[src/rtl/qam64_pkg.sv]
// Shared constants and the symbol-to-level mapping for the 64QAM FIFO reader.
package qam64_pkg;

  localparam int unsigned SYM_W  = 6;
  localparam int unsigned LVL_W  = 4;
  localparam int unsigned BYTE_W = 8;

  // Map a 3-bit coordinate to the odd level 2*v-7 in 4-bit two's complement.
  function automatic logic signed [LVL_W-1:0] qam64_level(input logic [2:0] v);
    logic [LVL_W-1:0] t;
    t = {v, 1'b0} - LVL_W'(7);
    return $signed(t);
  endfunction

endpackage

[src/rtl/qam64_fifo_reader_if.sv]
// FIFO read port plus the upsampled I/Q stream towards the pulse-shaping filter.
interface qam64_fifo_reader_if;

  logic [qam64_pkg::BYTE_W-1:0]       fifo_data;
  logic                               fifo_empty;
  logic                               fifo_read_enable;
  logic signed [qam64_pkg::LVL_W-1:0] sym_i;
  logic signed [qam64_pkg::LVL_W-1:0] sym_q;
  logic                               sym_first;
  logic                               sym_valid;
  logic                               sym_ready;

  // Reader side: pops the FIFO and sources the symbol stream.
  modport master (
    input  fifo_data, fifo_empty, sym_ready,
    output fifo_read_enable, sym_i, sym_q, sym_first, sym_valid
  );

  // Environment side: the FIFO and the filter.
  modport slave (
    output fifo_data, fifo_empty, sym_ready,
    input  fifo_read_enable, sym_i, sym_q, sym_first, sym_valid
  );

endinterface

[src/rtl/qam64_upsampler.sv]
// Zero-stuffing output stage: phase 0 carries the mapped levels, later phases carry zeros.
module qam64_upsampler
  import qam64_pkg::*;
#(
  parameter int unsigned UPS = 4
) (
  input  logic                    clk,
  input  logic                    rst,
  input  logic                    i_load,
  input  logic signed [LVL_W-1:0] i_lvl_i,
  input  logic signed [LVL_W-1:0] i_lvl_q,
  input  logic                    i_ready,
  output logic                    o_free_c,
  output logic signed [LVL_W-1:0] o_sym_i,
  output logic signed [LVL_W-1:0] o_sym_q,
  output logic                    o_first,
  output logic                    o_valid
);

  localparam int unsigned PH_W = $clog2(UPS);

  logic [PH_W-1:0]         r_phase;
  logic                    r_valid;
  logic                    r_first;
  logic signed [LVL_W-1:0] r_i;
  logic signed [LVL_W-1:0] r_q;
  logic                    w_accept;
  logic                    w_last;

  // The stage can take a new symbol when idle or when its final phase leaves now.
  assign w_accept = r_valid & i_ready;
  assign w_last   = (r_phase == PH_W'(UPS - 1));
  assign o_free_c = !r_valid | (w_accept & w_last);

  // Phase counter and output register; everything holds while the filter stalls.
  always_ff @(posedge clk) begin
    if (rst) begin
      r_valid <= 1'b0;
      r_first <= 1'b0;
      r_phase <= '0;
      r_i     <= '0;
      r_q     <= '0;
    end else if (i_load) begin
      r_valid <= 1'b1;
      r_first <= 1'b1;
      r_phase <= '0;
      r_i     <= i_lvl_i;
      r_q     <= i_lvl_q;
    end else if (w_accept) begin
      r_first <= 1'b0;
      r_i     <= '0;
      r_q     <= '0;
      if (w_last) begin
        r_valid <= 1'b0;
        r_phase <= '0;
      end else begin
        r_phase <= r_phase + PH_W'(1);
      end
    end
  end

  assign o_sym_i = r_i;
  assign o_sym_q = r_q;
  assign o_first = r_first;
  assign o_valid = r_valid;

endmodule

[src/rtl/qam64_fifo_reader.sv]
// 64QAM read side: pops FIFO bytes into a bit reservoir, cuts 6-bit symbols, maps them to I/Q.
module qam64_fifo_reader
  import qam64_pkg::*;
#(
  parameter int unsigned UPS = 4
) (
  input  logic                read_clk,
  input  logic                read_rst,
  qam64_fifo_reader_if.master bus
);

  localparam int unsigned RES_W = 14;
  localparam int unsigned CNT_W = 4;

  logic [RES_W-1:0]        r_res;
  logic [CNT_W-1:0]        r_cnt;
  logic                    r_pend;
  logic                    w_free;
  logic                    w_extract;
  logic                    w_pop;
  logic [SYM_W-1:0]        w_sym;
  logic [RES_W-1:0]        w_res_next;
  logic [CNT_W-1:0]        w_cnt_base;
  logic [CNT_W-1:0]        w_cnt_next;
  logic signed [LVL_W-1:0] w_lvl_i;
  logic signed [LVL_W-1:0] w_lvl_q;

  // Pop only when the reservoir is short of a symbol and nothing is already in flight.
  assign w_pop     = !read_rst & !bus.fifo_empty & (r_cnt < CNT_W'(SYM_W)) & !r_pend;
  assign w_extract = w_free & (r_cnt >= CNT_W'(SYM_W));
  assign w_sym     = r_res[RES_W-1 -: SYM_W];
  assign w_lvl_i   = qam64_level(w_sym[5:3]);
  assign w_lvl_q   = qam64_level(w_sym[2:0]);

  assign bus.fifo_read_enable = w_pop;

  // Reservoir update: extraction works on pre-capture bits, the captured byte lands below what remains.
  always_comb begin
    w_res_next = r_res;
    w_cnt_base = r_cnt;
    if (w_extract) begin
      w_res_next = r_res << SYM_W;
      w_cnt_base = r_cnt - CNT_W'(SYM_W);
    end
    w_cnt_next = w_cnt_base;
    if (r_pend) begin
      w_res_next = w_res_next | ({bus.fifo_data, {(RES_W - BYTE_W){1'b0}}} >> w_cnt_base);
      w_cnt_next = w_cnt_base + CNT_W'(BYTE_W);
    end
  end

  // Reservoir, bit count and in-flight read flag; reset drops any byte still on its way.
  always_ff @(posedge read_clk) begin
    if (read_rst) begin
      r_res  <= '0;
      r_cnt  <= '0;
      r_pend <= 1'b0;
    end else begin
      r_res  <= w_res_next;
      r_cnt  <= w_cnt_next;
      r_pend <= w_pop;
    end
  end

  qam64_upsampler #(
    .UPS (UPS)
  ) u_ups (
    .clk      (read_clk),
    .rst      (read_rst),
    .i_load   (w_extract),
    .i_lvl_i  (w_lvl_i),
    .i_lvl_q  (w_lvl_q),
    .i_ready  (bus.sym_ready),
    .o_free_c (w_free),
    .o_sym_i  (bus.sym_i),
    .o_sym_q  (bus.sym_q),
    .o_first  (bus.sym_first),
    .o_valid  (bus.sym_valid)
  );

endmodule

[src/flat_wrapper.sv]
// flat-port wrapper written by rule: the top's interface ports become plain ports
module qam64_fifo_reader_flat import qam64_pkg::*;
#(
  parameter int unsigned UPS = 4
)
  (read_clk, read_rst, bus_fifo_data, bus_fifo_empty, bus_sym_ready, bus_fifo_read_enable, bus_sym_i, bus_sym_q, bus_sym_first, bus_sym_valid);
  qam64_fifo_reader_if bus_i ();
  input  logic read_clk;
  input  logic read_rst;
  input wire logic [$bits(bus_i.fifo_data)-1:0] bus_fifo_data;
  input wire logic [$bits(bus_i.fifo_empty)-1:0] bus_fifo_empty;
  input wire logic [$bits(bus_i.sym_ready)-1:0] bus_sym_ready;
  output wire logic [$bits(bus_i.fifo_read_enable)-1:0] bus_fifo_read_enable;
  output wire logic [$bits(bus_i.sym_i)-1:0] bus_sym_i;
  output wire logic [$bits(bus_i.sym_q)-1:0] bus_sym_q;
  output wire logic [$bits(bus_i.sym_first)-1:0] bus_sym_first;
  output wire logic [$bits(bus_i.sym_valid)-1:0] bus_sym_valid;
  assign bus_i.fifo_data = bus_fifo_data;
  assign bus_i.fifo_empty = bus_fifo_empty;
  assign bus_i.sym_ready = bus_sym_ready;
  assign bus_fifo_read_enable = bus_i.fifo_read_enable;
  assign bus_sym_i = bus_i.sym_i;
  assign bus_sym_q = bus_i.sym_q;
  assign bus_sym_first = bus_i.sym_first;
  assign bus_sym_valid = bus_i.sym_valid;
  qam64_fifo_reader #(.UPS(UPS)) u_core (.read_clk(read_clk), .read_rst(read_rst), .bus(bus_i));
endmodule
[config.mk]
export PLATFORM = sky130hd
export DESIGN_NAME = qam64_fifo_reader_flat
export DESIGN_NICKNAME = d
export VERILOG_FILES = /design/src/rtl/qam64_pkg.sv /design/src/rtl/qam64_fifo_reader_if.sv /design/src/rtl/qam64_upsampler.sv /design/src/rtl/qam64_fifo_reader.sv /design/src/flat_wrapper.sv
export SDC_FILE = /design/constraint.sdc
export NUM_CORES = 1
export LEC_CHECK = 0
export CAP_MARGIN = 30
export CORE_AREA = 2 2 63 65
export DETAILED_ROUTE_END_ITERATION = 8
export DIE_AREA = 0 0 65 67
export HOLD_SLACK_MARGIN = 0.06
export SETUP_SLACK_MARGIN = 0.05
export SLEW_MARGIN = 0
export SYNTH_ARGS = -nofsm -noshare
export SYNTH_HDL_FRONTEND = slang
export SYNTH_SLANG_ARGS = --single-unit
[constraint.sdc]
create_clock -name read_clk -period 2.9 [get_ports read_clk]
set_input_delay 0.725 -clock read_clk [delete_from_list [all_inputs] [get_ports read_clk]]
set_output_delay 0.725 -clock read_clk [all_outputs]
set_load 0.01 [all_outputs]
* Word level (Yosys, flattened, before mapping)
Cells that the tools add are included.
** Operators by class
- Add/subtract/negate cells :: 5
- $mul :: 0
- Div/mod/pow operators :: 0
- $lt $le $gt $ge :: 2
- Eq/ne operators :: 1
- Shifts and indexed selects :: 1
- Mux-type cells :: 13
- Bitwise logic cells :: 8
- Reduce and logical (&&, ||, !) cells :: 8
** Operator list (count)
- two-way mux 14 bit :: 2
- two-way mux 4 bit :: 5
- bitwise OR 14 bit :: 1
- >> shifter 14 x 4 -> 14 bit :: 1
- subtractor 4 x 3 -> 4 bit, second input constant :: 3
- AND 1 bit :: 6
- two-way mux 1 bit :: 5
- adder 4 bit, second input constant :: 1
- greater-or-equal comparator 4 x 3 -> 1 bit, second input constant :: 1
- zero test 1 bit :: 4
- < comparator 4 x 3 -> 1 bit, second input constant :: 1
- nonzero test 2 bit :: 2
- adder 2 x 1 -> 2 bit, second input constant :: 1
- == test 2 bit, second input constant :: 1
- two-way mux 2 bit :: 1
- AND reduction 2 bit :: 1
- OR reduction 2 bit :: 1
- bitwise OR 1 bit :: 1
** Word-level totals
- Register bits after elaboration :: 31
- Latch bits :: 0
- Memory bits (writable) :: 0
- Bits in read-only memories :: 0
- Input bits :: 12
- Output and inout port bits :: 11
- Word-level logic and storage cells :: 46
- Memories :: 0

* Logic depth before layout (Yosys ltp)
- Word-level depth :: 8
- Depth in mapped cells :: 8
- Gate-level depth less buffers :: 7

* Hierarchy
From an unflattened synthesis, not the netlist that was laid out.
** Unflattened totals
- Cells, all modules :: 189
- Area total of the unflattened synthesis :: 1680.4 um^2
** Modules (own cells, without submodules)
- qam64_fifo_reader :: times used 1, cells an instance 136, area each 1207.4 um^2, seq. area each 360.3 um^2
- qam64_upsampler :: times used 1, cells an instance 53, area each 473.0 um^2, seq. area each 240.2 um^2

* Least setup slack after synthesis
OpenSTA, ideal clock, no wires.
- Path kind :: input -> output
- Start point :: in read_rst
- End point :: out bus_fifo_read_enable
- Arrival :: 1.430 ns
- Required time :: 2.175 ns
- Path slack :: 0.745 ns
- Stages :: 2
- Path buffers :: 0
- Cell sequence :: or4_1 > a21oi_1
** On the way
- Longest elaborated chain between the ends :: 4
** Ends and longest elaborated chain
- start: declaration :: RTL line flat_wrapper.sv:9 : input logic read_rst;
- zero test 1 bit :: RTL line qam64_fifo_reader.sv:29 : assign w_pop = !read_rst & !bus.fifo_empty & (r_cnt < CNT_W'(SYM_W)) & !r_pend;
- AND 1 bit (3 in series) :: RTL line qam64_fifo_reader.sv:29
- end: declaration :: RTL line flat_wrapper.sv:13 : output wire logic [$bits(bus_i.fifo_read_enable)-1:0] bus_fifo_read_enable;
Every way passes these cells.

* Worst setup path after layout
Ends and elaborated chain as after synthesis.

==> key figures <==
CTS
  – Hold buffer count at CTS: 0
  – Number of CTS-inserted buffers: 3
  – Max Buffers Root-to-Sink: 2
  – Clock slew seen by the registers of the worst setup and hold paths: around 0.090 ns
  – CTS tree: built
  – Worst skew pair latency: about 0.28 ns
  – Clock sink count: 28
  – Postcts setup bufs: 0
  – CTS Root Cell: clkbuf_8
  – Htree depth: 1
  – Resize count post-CTS: 1

Placement
  – Placed Cells: 235
  – Post-DP HPWL: between 2 and 2.5 mm
  – Place WS: -0.190 ns
  – GPL Wtd Cong: 0.882
  – Port-buffer cells: 22

Timing
  – Setup_tns: 0 ns
  – Final Slew Violations: 0
  – Upper clock frequency limit: 354 MHz
  – Max_slew headroom: 72.2%
  – Final setup violation count: 0
  – Fin. Hold Viols: 0
  – Worst-margin pin slew: a little over 0.4 ns
  – Worst setup margin: between 0.07 and 0.08 ns
  – RSZ-0062 raised after global routing: no
  – Layout Skew: 0.00324 ns
  – Min Tclk post-route: ~2.8 ns
  – Crit share post-route: 97.4%

Finish
  – Syn-to-layout area delta: 22.8%
  – Share of post-route cells with drive strength above 1: ~11%
  – Nets@finish: 207
  – Finished Layout Cells: 239
  – ANT cells: 0

Routing
  – DR iter-0 viols: about 100
  – Final WL: between 3 and 4 mm
  – Vias: roughly 1,300
  – Drt via density: 5.45
  – Initial DRT Pass Iterations: 5
  – DRC viols: 0
  – Wirelength per Cell: about 14 um
  – Final antenna-violating net count: 0

Power
  – Leak: 0.000659 uW
  – Power Density: about 570 nW/um^2
  – Total power: between 900 and 1000 uW
  – Max VDD drop: approximately 0.37 mV

Yosys
  – Sequential area share after synthesis: approximately two fifths
  – Primary FF master, synth: dfxtp_1
  – Mapped Nets: approximately 190
  – Syn avg cell area: around 8.4 um^2
  – Number of synthesized flops with an enable pin: 0
  – Synth async-reset ratio: 0%
  – Cell count after synthesis: 170
  – Library cells used by synthesis: 38
  – FF+latch count, synth: 28
  – Synthesized cell area: 1430 um^2
  – Synth Warn #: 0

Floorplan
  – Die width: approximately 65 um
  – DIE AREA: about 4400 um^2
  – FP Rows: 22
  – Die height: approximately 67 um
  – Initial core utilization: between 30% and 40%
  – Core area: between 3000 and 4000 um^2
  – # IOs: 23

Setup path
  – Worst endpoint required time: 2.17 ns
  – Critical Path AT: roughly 2.1 ns
  – Critical-path maximum fanout: 2
  – Worst Setup End Kind: primary output
  – CP Class: input pin to primary output
  – Worst Setup Start Kind: input pin

Job
  – Max-cap violations: 0

GRT
  – Grt ovf: 0
  – Largest net degree at the start of global routing: 24
  – Tot GR Track Use: 16.7%
  – Initial antenna violation count: 0
  – Vias in the first global route: 1,224
  – First-pass GRT wire length: around 5.6 mm

Hold path
  – Tightest Hold Check Type: flip-flop to flip-flop

Outcome
  – Status: completed
## sequential cells by signal (all words and copies together) (netlist names)
signal / cells
u_core.r_cnt: 3
u_core.r_res: 14
u_core.r_pend: 1
u_core.u_ups.o_sym_i: 4
u_core.u_ups.o_sym_q: 3
u_core.u_ups.r_phase: 2
u_core.u_ups.o_valid: 1
## report_power, final
part | total (uW) | switching (uW) | internal (uW)
registers | 435 | 21.4 | 413
logic | 253 | 139 | 114
clock network | 311 | 126 | 185
## area by class of cell
class | count | area (um^2)
clock buffers | 3 | 41.3
well taps | 48 | 60.1
repair buffers | 26 | 249
multi-input cells | 131 | 806
flip-flops and latches | 28 | 561
inverters | 2 | 7.51
clock inverters | 1 | 30.0
fillers | 343 | 1850
## cell families after synthesis
kind of cell / after synthesis / synth area share, %
compound gates: 49 / 24.7
xor+xnor: 1 / 0.613
fa+ha+maj: 3 / 2.63
buf+inv: 11 / 4.64
flops: 28 / 39.2
mux: 4 / 2.89
simple gates: 74 / 25.3
## worst paths after layout
check,depth (start not counted),start,slack [ns],to
hold / removal,2,u_core.r_res[8],0.46,u_core.u_ups.o_sym_q[1]
hold reg to reg,2,u_core.r_res[8],0.46,u_core.u_ups.o_sym_q[1]
setup / recovery,4,read_rst,0.08,bus_fifo_read_enable
setup reg to reg,7,u_core.r_cnt[1],0.65,u_core.r_res[2]
## cells in the final DEF, fill, tap and decap left out, types with 2 or more instances in the layout
master	instances
a211oi_2	2
a21boi_0	5
a21o_1	2
a21oi_1	11
a2bb2oi_1	2
a31oi_1	6
and3_1	5
buf_4	4
clkbuf_8	3
clkdlybuf4s50_1	21
dfxtp_1	28
ha_1	3
inv_1	2
mux2i_1	3
nand2_1	29
nand3_1	7
nand4_1	3
nor2_1	16
nor3_1	4
nor3b_2	2
o211ai_1	5
o21ai_0	2
o221ai_1	8
or2_2	2
## layer usage
| layer | global-route usage (%) | part of all wire, % | routed length [um] | vias to the layer above |
|---|---|---|---|---|
| met2 | 27.2 | 45 | 1490 | 37 |
| met1 | 21.9 | 49 | 1600 | 599 |
| met5 | 0 | 0 | 0 | - |
| met3 | 3.55 | 4.9 | 160 | 4 |
| met4 | 5.32 | 1.0 | 34 | 0 |
| li1 | - | - | - | 663 |
## synth_stat cells, types with 2 or more instances
| cell type | n | area (um^2) |
|---|---|---|
| a211oi_2 | 2 | 25.0 |
| a21boi_0 | 5 | 37.5 |
| a21o_1 | 2 | 15.0 |
| a21oi_1 | 12 | 60.1 |
| a2bb2oi_1 | 2 | 17.5 |
| a31oi_1 | 6 | 37.5 |
| and3_1 | 5 | 31.3 |
| buf_2 | 2 | 10.0 |
| buf_4 | 2 | 15.0 |
| buf_6 | 2 | 22.5 |
| clkbuf_1 | 3 | 11.3 |
| dfxtp_1 | 28 | 561 |
| ha_1 | 3 | 37.5 |
| inv_1 | 2 | 7.51 |
| mux2i_1 | 3 | 30.0 |
| nand2_1 | 29 | 109 |
| nand3_1 | 7 | 35.0 |
| nand4_1 | 3 | 18.8 |
| nor2_1 | 16 | 60.1 |
| nor3_1 | 4 | 20.0 |
| nor3b_2 | 2 | 25.0 |
| o211ai_1 | 5 | 37.5 |
| o21ai_0 | 2 | 10.0 |
| o221ai_1 | 8 | 70.1 |
| or2_2 | 2 | 12.5 |
## through the flow
stage	hold WS [ns]	area [um^2]	util, %
floorplan	0.428	1430	-
global route	0.487	1750	48.6
global placement	0.443	1680	46.6
CTS	0.460	1750	48.5
detailed placement	0.445	1680	46.6
finish	0.460	1750	48.6
## critical path, stage by stage
cell and delay, ns:
clkdlybuf4s50_1 0.42, or4_1 0.53, a21oi_2 0.15, dlygate4sd2_1 0.28
(Power assumes the default switching activity.)
